### src/rtl/dsa_job_ctrl_if.sv
// Host register port and core control/config bundle for dsa_job_ctrl.
// slave: the controller side; master: the host + core side (bench or top level).
interface dsa_job_ctrl_if;
  logic [2:0]  reg_addr;
  logic [31:0] reg_wdata;
  logic        reg_we;
  logic [31:0] reg_rdata;
  logic        core_start;
  logic        core_busy;
  logic        core_done;
  logic [15:0] core_in_w;
  logic [15:0] core_in_h;
  logic [15:0] core_scale_q88;
  logic [15:0] core_out_w;
  logic [15:0] core_out_h;
  logic        core_srst;
  logic        irq;

  modport slave (
    input  reg_addr, reg_wdata, reg_we, core_busy, core_done, core_out_w, core_out_h,
    output reg_rdata, core_start, core_in_w, core_in_h, core_scale_q88, core_srst, irq
  );

  modport master (
    output reg_addr, reg_wdata, reg_we, core_busy, core_done, core_out_w, core_out_h,
    input  reg_rdata, core_start, core_in_w, core_in_h, core_scale_q88, core_srst, irq
  );
endinterface

### src/rtl/dsa_job_ctrl.sv
// Job controller for the bilinear scaling core: validated 2-entry job FIFO, launch FSM, stats.
// Define DSA_CTRL_TIMEOUT_EN to enable the RUN-state watchdog and the core_srst pulse.
module dsa_job_ctrl #(
  parameter int unsigned AW          = 12,
  parameter logic [31:0] TIMEOUT_CYC = 32'd1_000_000
) (
  input logic           clk_50,
  input logic           rst_n,
  dsa_job_ctrl_if.slave bus
);

  typedef enum logic [1:0] {StIdle, StLaunch, StRun, StSrst} state_e;

  localparam logic [32:0] AreaMax = 33'd1 << AW;

  state_e      state_q, state_d;
  logic [15:0] in_w_q, in_h_q, scale_q;
  logic [47:0] fifo_mem_q [2];
  logic        fifo_wr_q, fifo_rd_q;
  logic [1:0]  fifo_cnt_q, fifo_cnt_d;
  logic [47:0] cfg_q;
  logic [31:0] cyc_q, cyc_inc, cycles_q, result_q, rdata_q, rdata_d, area;
  logic [15:0] jobs_q;
  logic        done_q, err_cfg_q, err_ovf_q, err_to_q, srst_cnt_q;
  logic        ctrl_wr, push, clr, flush, cfg_bad, fifo_full, do_push, do_pop;
  logic        job_done, wdog_trip;
  logic        unused_ok;

  assign ctrl_wr   = bus.reg_we && (bus.reg_addr == 3'd0);
  assign push      = ctrl_wr && bus.reg_wdata[0];
  assign clr       = ctrl_wr && bus.reg_wdata[1];
  assign flush     = ctrl_wr && bus.reg_wdata[2];
  assign area      = {16'd0, in_w_q} * {16'd0, in_h_q};
  assign cfg_bad   = (in_w_q == 16'd0) || (in_h_q == 16'd0) || (scale_q == 16'd0) ||
                     ({1'b0, area} > AreaMax);
  assign fifo_full = (fifo_cnt_q == 2'd2);
  // Shadows are registers, so a PUSH always sees the pre-write values.
  assign do_push   = push && !cfg_bad && !fifo_full && !flush;
  assign do_pop    = (state_q == StIdle) && (fifo_cnt_q != 2'd0);
  assign cyc_inc   = (&cyc_q) ? cyc_q : cyc_q + 32'd1;

  always_comb begin
    fifo_cnt_d = fifo_cnt_q + {1'b0, do_push} - {1'b0, do_pop};
    if (flush) fifo_cnt_d = 2'd0;
  end

  always_comb begin
    state_d   = state_q;
    job_done  = 1'b0;
    wdog_trip = 1'b0;
    case (state_q)
      StIdle:   if (fifo_cnt_q != 2'd0) state_d = StLaunch;
      StLaunch: state_d = StRun;
      StRun: begin
        if (bus.core_done) begin
          state_d  = StIdle;
          job_done = 1'b1;
        end
`ifdef DSA_CTRL_TIMEOUT_EN
        else if (cyc_q >= TIMEOUT_CYC) begin
          state_d   = StSrst;
          wdog_trip = 1'b1;
        end
`endif
      end
      StSrst:   if (srst_cnt_q) state_d = StIdle;
      default:  state_d = StIdle;
    endcase
  end

  always_comb begin
    rdata_d = 32'd0;
    case (bus.reg_addr)
      3'd1:    rdata_d = {16'd0, in_w_q};
      3'd2:    rdata_d = {16'd0, in_h_q};
      3'd3:    rdata_d = {16'd0, scale_q};
      3'd4:    rdata_d = {25'd0, fifo_cnt_q, err_to_q, err_ovf_q, err_cfg_q, done_q,
                          state_q != StIdle};
      3'd5:    rdata_d = result_q;
      3'd6:    rdata_d = cycles_q;
      3'd7:    rdata_d = {16'd0, jobs_q};
      default: rdata_d = 32'd0;
    endcase
  end

  always_ff @(posedge clk_50 or negedge rst_n) begin
    if (!rst_n) begin
      state_q       <= StIdle;
      in_w_q        <= '0;
      in_h_q        <= '0;
      scale_q       <= '0;
      fifo_mem_q[0] <= '0;
      fifo_mem_q[1] <= '0;
      fifo_wr_q     <= 1'b0;
      fifo_rd_q     <= 1'b0;
      fifo_cnt_q    <= '0;
      cfg_q         <= '0;
      cyc_q         <= '0;
      cycles_q      <= '0;
      result_q      <= '0;
      jobs_q        <= '0;
      done_q        <= 1'b0;
      err_cfg_q     <= 1'b0;
      err_ovf_q     <= 1'b0;
      err_to_q      <= 1'b0;
      srst_cnt_q    <= 1'b0;
      rdata_q       <= '0;
    end else begin
      state_q    <= state_d;
      fifo_cnt_q <= fifo_cnt_d;
      rdata_q    <= rdata_d;
      if (bus.reg_we) begin
        case (bus.reg_addr)
          3'd1:    in_w_q  <= bus.reg_wdata[15:0];
          3'd2:    in_h_q  <= bus.reg_wdata[15:0];
          3'd3:    scale_q <= bus.reg_wdata[15:0];
          default: ;
        endcase
      end
      if (do_push) begin
        fifo_mem_q[fifo_wr_q] <= {scale_q, in_h_q, in_w_q};
        fifo_wr_q             <= ~fifo_wr_q;
      end
      if (flush)       fifo_rd_q <= fifo_wr_q;
      else if (do_pop) fifo_rd_q <= ~fifo_rd_q;
      if (do_pop) cfg_q <= fifo_mem_q[fifo_rd_q];
      // The launch cycle itself counts toward CYCLES.
      if (state_q == StLaunch)   cyc_q <= 32'd1;
      else if (state_q == StRun) cyc_q <= cyc_inc;
      if (job_done) begin
        result_q <= {bus.core_out_h, bus.core_out_w};
        cycles_q <= cyc_inc;
        jobs_q   <= jobs_q + 16'd1;
      end
      srst_cnt_q <= (state_q == StSrst) ? ~srst_cnt_q : 1'b0;
      // Set beats a same-cycle CLR.
      done_q    <= job_done || (done_q && !clr);
      err_cfg_q <= (push && cfg_bad) || (err_cfg_q && !clr);
      err_ovf_q <= (push && !cfg_bad && fifo_full) || (err_ovf_q && !clr);
      err_to_q  <= wdog_trip || (err_to_q && !clr);
    end
  end

  assign bus.reg_rdata      = rdata_q;
  assign bus.core_start     = (state_q == StLaunch);
  assign bus.core_in_w      = cfg_q[15:0];
  assign bus.core_in_h      = cfg_q[31:16];
  assign bus.core_scale_q88 = cfg_q[47:32];
  assign bus.irq            = done_q || err_cfg_q || err_ovf_q || err_to_q;
`ifdef DSA_CTRL_TIMEOUT_EN
  assign bus.core_srst      = (state_q == StSrst);
`else
  assign bus.core_srst      = 1'b0;
`endif

  assign unused_ok = ^{bus.reg_wdata[31:16], bus.core_busy, TIMEOUT_CYC};

endmodule

### src/flat_wrapper.sv
// flat-port wrapper written by rule: the top's interface ports become plain ports
module dsa_job_ctrl_flat 
#(
  parameter int unsigned AW          = 12,
  parameter logic [31:0] TIMEOUT_CYC = 32'd1_000_000
)
  (clk_50, rst_n, bus_reg_addr, bus_reg_wdata, bus_reg_we, bus_core_busy, bus_core_done, bus_core_out_w, bus_core_out_h, bus_reg_rdata, bus_core_start, bus_core_in_w, bus_core_in_h, bus_core_scale_q88, bus_core_srst, bus_irq);
  dsa_job_ctrl_if bus_i ();
  input logic clk_50;
  input logic rst_n;
  input wire logic [$bits(bus_i.reg_addr)-1:0] bus_reg_addr;
  input wire logic [$bits(bus_i.reg_wdata)-1:0] bus_reg_wdata;
  input wire logic [$bits(bus_i.reg_we)-1:0] bus_reg_we;
  input wire logic [$bits(bus_i.core_busy)-1:0] bus_core_busy;
  input wire logic [$bits(bus_i.core_done)-1:0] bus_core_done;
  input wire logic [$bits(bus_i.core_out_w)-1:0] bus_core_out_w;
  input wire logic [$bits(bus_i.core_out_h)-1:0] bus_core_out_h;
  output wire logic [$bits(bus_i.reg_rdata)-1:0] bus_reg_rdata;
  output wire logic [$bits(bus_i.core_start)-1:0] bus_core_start;
  output wire logic [$bits(bus_i.core_in_w)-1:0] bus_core_in_w;
  output wire logic [$bits(bus_i.core_in_h)-1:0] bus_core_in_h;
  output wire logic [$bits(bus_i.core_scale_q88)-1:0] bus_core_scale_q88;
  output wire logic [$bits(bus_i.core_srst)-1:0] bus_core_srst;
  output wire logic [$bits(bus_i.irq)-1:0] bus_irq;
  assign bus_i.reg_addr = bus_reg_addr;
  assign bus_i.reg_wdata = bus_reg_wdata;
  assign bus_i.reg_we = bus_reg_we;
  assign bus_i.core_busy = bus_core_busy;
  assign bus_i.core_done = bus_core_done;
  assign bus_i.core_out_w = bus_core_out_w;
  assign bus_i.core_out_h = bus_core_out_h;
  assign bus_reg_rdata = bus_i.reg_rdata;
  assign bus_core_start = bus_i.core_start;
  assign bus_core_in_w = bus_i.core_in_w;
  assign bus_core_in_h = bus_i.core_in_h;
  assign bus_core_scale_q88 = bus_i.core_scale_q88;
  assign bus_core_srst = bus_i.core_srst;
  assign bus_irq = bus_i.irq;
  dsa_job_ctrl #(.AW(AW), .TIMEOUT_CYC(TIMEOUT_CYC)) u_core (.clk_50(clk_50), .rst_n(rst_n), .bus(bus_i));
endmodule
### config.mk
export PLATFORM = sky130hd
export DESIGN_NAME = dsa_job_ctrl_flat
export DESIGN_NICKNAME = d
export VERILOG_FILES = /design/src/rtl/dsa_job_ctrl_if.sv /design/src/rtl/dsa_job_ctrl.sv /design/src/flat_wrapper.sv
export SDC_FILE = /design/constraint.sdc
export NUM_CORES = 1
export LEC_CHECK = 0
export CAP_MARGIN = 0
export CORE_MARGIN = 3
export CORE_UTILIZATION = 37
export DETAILED_ROUTE_END_ITERATION = 8
export PLACE_DENSITY = 0.57
export SYNTH_ARGS = -nofsm -noshare
export SYNTH_HDL_FRONTEND = slang
export SYNTH_SLANG_ARGS = --single-unit
### constraint.sdc
create_clock -name clk_50 -period 15.3 [get_ports clk_50]
set_input_delay 3.06 -clock clk_50 [delete_from_list [all_inputs] [get_ports clk_50]]
set_output_delay 3.06 -clock clk_50 [all_outputs]
set_load 0.01 [all_outputs]
==> impl_results.md <==
* Run status: complete, no violations
* CTS tree: built
* Clk_lat worst skew at 0.55 ns
* M1 WL at 27.9 mm
* FP Rows at 93
* Post-layout min period at 8.24 ns
* Ports at 155
* Final hold violations at 0
* RD Place Congestion at 0.859
* Most used cell, CP: fa_1
* Antenna violations before repair at 3
* Post-synth ARST share at 100%
* 1st-iter DRT viols at 1230
* Core Region at 64700 µm²
* All-layer global routing usage at 18.4%
* Synthesis-stage register bit count at 347
* First-pass DRT Iterations at 5
* Critical path class: register to register
* Via density at 5.22
* Synth unique cells at 69
* Area of the multi-input gates at 14100 µm²
* Pins Over Slew Limit at 0
* Met2 Routed Length at 30.3 mm
* Post-synthesis cell count at 2428
* Root Buffer: clkbuf_16
* Worst path slowest cell: dfrtp_1
* Tcrit/Tclk final at 53.8%
* Net Count, Synth at 2806
* CTS Buf Count at 37
* Unrepaired setup endpoints after global routing: false
* Area of the die at 68800 µm²
* Seq/Total Area, Yosys at 35.7%
* Worst-case clock buffer depth at 3
* Area Growth Syn to Fin at 13.0%
* Rel. slew slack at 19.5%
* CP startpoint kind: register
* Post-synth EDFFs at 0
* Critical path buffers and inverters at 6
* Yosys warnings at 0
* Critical path's top delay family: adder cells
* Vias in the first global route at 18600
* Vias at 17500
* Fillers at 6321
* Final #Nets at 2844
* # port buffers at 136
* Cell Area, Synth at 24300 µm²
* First-pass GRT wire length at 103 mm
* Req. time, crit path at 15.71 ns
* Core Util, Final at 42.5%
* Detailed-routed wire length on met3 at 3.48 mm
* Congestion Overflow GR at 0
* Final WS setup at 7.06 ns
* CP max FO at 48
* Die height at 262 µm
* WL per Instance at 18.7 µm
* Reg area at 8680 µm²
* # setup viols final at 0
* Die Width at 262 µm
* CP Capture Type: register
* Number of H-tree levels at 2
* Total Wirelength at 62.5 mm
* Post_cts resized at 0
* Worst EP arrival at 8.65 ns
* # hold bufs at CTS at 0
* Layout cells sized above 1 at 10.1%
* Critical Path Max Stage Delay at 1.15 ns
* HPWL after detailed placement at 44.3 mm
* Max Freq at 0.121 GHz
* Largest net degree at the start of global routing at 132
* Place WS at 7.12 ns
* Crit-path cells: nand2_1, fa_1, inv_1, fa_1, inv_1, fa_1, inv_1, fa_1, fa_1, inv_1, fa_1, inv_1, ha_1, nand4_1, or3_1, a2111o_1, and2_4, a311oi_1, o2111ai_1, nor4_4, nand4_1, buf_4, mux2_2
* HP Class: register to register
* Syn avg cell area at 10.0 µm²
* Post-route ant nets at 0
* Post-route setup TNS at 0 ns
* Clk_skew at 0.0270 ns
* Drc violations at 0
* Slew @ Worst Pin at 1.21 ns
* Predominant post-synthesis flop cell: dfrtp_1
* Post-CTS Setup Repair Bufs at 0
* Clock transition at the registers of the reported paths at 0.07 ns
* Uppermost layer routed: met4
* Starting Density at 37.6%
* CTS sink cnt at 347
* Max-cap violations at 0
[routing by layer]
layer  GRT usage (%)  vias to the layer above
li1                -                     8055
met2            31.2                      454
met3            3.21                       74
met5               0                        -
met1            25.2                     8886
met4            2.91                        0
[logic make-up (layout without fill, tap and decap cells)]
group,after synthesis,count (layout),share of synthesized area [%]
XOR/XNOR,68,68,2.45
adder cells (fa/ha/maj),306,306,21.7
other,1,3,0.0154
buffers and inverters,402,465,6.45
multiplexers,228,228,10.9
AND/OR/NAND/NOR,738,738,14.2
AO/OA/AOI/OAI,338,338,8.49
flip-flops,347,347,35.7
[sequential cells by signal, summed over array words and instances, names as in the netlist, 2 cells and up]
signal / flops
u_core.result_q: 32
u_core.bus.reg_rdata: 32
u_core.scale_q: 16
u_core.in_w_q: 16
u_core.cyc_q: 32
u_core.fifo_mem_q: 96
u_core.cycles_q: 32
u_core.fifo_cnt_q: 2
u_core.cfg_q: 48
u_core.state_q: 2
u_core.jobs_q: 16
u_core.in_h_q: 16
[per-stage QoR]
stage          std cells  hold slack, ns  cell area [µm²]
6_report            3348           0.434            27500
5_1_grt             3346           0.450            27500
4_1_cts             3346           0.436            27500
3_5_place_dp        3282           0.428            26300
3_3_place_gp        3282           0.402            26300
2_1_floorplan       2428           0.389            24300
[cells in the final DEF, fill, tap and decap left out, types with 56 or more instances in the layout]
master / synthesis / layout
and2_1: 128 / 128
clkdlybuf4s50_1: 0 / 134
dfrtp_1: 347 / 346
fa_1: 194 / 194
ha_1: 112 / 112
inv_1: 239 / 239
mux2_2: 116 / 116
mux2i_1: 70 / 70
nand2_1: 421 / 420
nor2_1: 56 / 56
o21ai_0: 164 / 164
[cells in the mapped netlist (10+ instances only)]
| cell | instances | area share [%] |
|---|---|---|
| nand2_1 | 421 | 6.5 |
| dfrtp_1 | 347 | 36 |
| inv_1 | 239 | 3.7 |
| fa_1 | 194 | 16 |
| o21ai_0 | 164 | 3.4 |
| clkbuf_1 | 132 | 2.0 |
| and2_1 | 128 | 3.3 |
| mux2_2 | 116 | 5.4 |
| ha_1 | 112 | 5.8 |
| mux2i_1 | 70 | 2.9 |
| nor2_1 | 56 | 0.86 |
| a21oi_1 | 49 | 1.0 |
| mux2_4 | 40 | 2.5 |
| xnor2_1 | 40 | 1.4 |
| xor2_1 | 28 | 1.0 |
| a22o_1 | 26 | 0.94 |
| nand3_1 | 26 | 0.54 |
| nand4_1 | 24 | 0.62 |
| nor4_1 | 18 | 0.46 |
| o31ai_1 | 18 | 0.56 |
| and3_1 | 16 | 0.41 |
| buf_2 | 14 | 0.29 |
| nor3_1 | 10 | 0.21 |
[worst register-to-register path, delay by kind of cell (launching register included)]
family	cells	cell delay, ns
AOI/OAI and AO/OA	3	0.81
adders and majority gates	7	3.58
buffers and inverters	6	0.67
DFF	1	1.15
muxes	1	0.45
and+or+nand+nor	6	1.47
[layout make-up]
type                       count  area share, %
antenna                        2         0.0182
clock buffer                  55           3.98
multi-input combinational   1679           51.2
clock inverter                 9          0.364
sequential                   347           31.6
timing repair buffer         161           5.64
inverter                     240           3.28
tap                          855           3.89
[path summary, 6_finish.rpt]
path,endpoint,cells after the start,from,slack [ns]
max reg2reg,u_core.fifo_mem_q[18]$_DFFE_PN0P_,23,u_core.in_w_q[6]$_DFFE_PN0P_,7.06
min in group asynchronous,u_core.cfg_q[31]$_DFFE_PN0P_,1,rst_n,2.63
max,u_core.fifo_mem_q[18]$_DFFE_PN0P_,23,u_core.in_w_q[6]$_DFFE_PN0P_,7.06
min,u_core.srst_cnt_q$_DFF_PN0_,1,u_core.srst_cnt_q$_DFF_PN0_,0.43
max in group asynchronous,u_core.cycles_q[26]$_DFFE_PN0P_,2,rst_n,11.09
min reg2reg,u_core.srst_cnt_q$_DFF_PN0_,1,u_core.srst_cnt_q$_DFF_PN0_,0.43
Power is left out: the tool's default activity adds up to more than one toggle a clock period on the data nets, which glitch-free logic cannot reach.
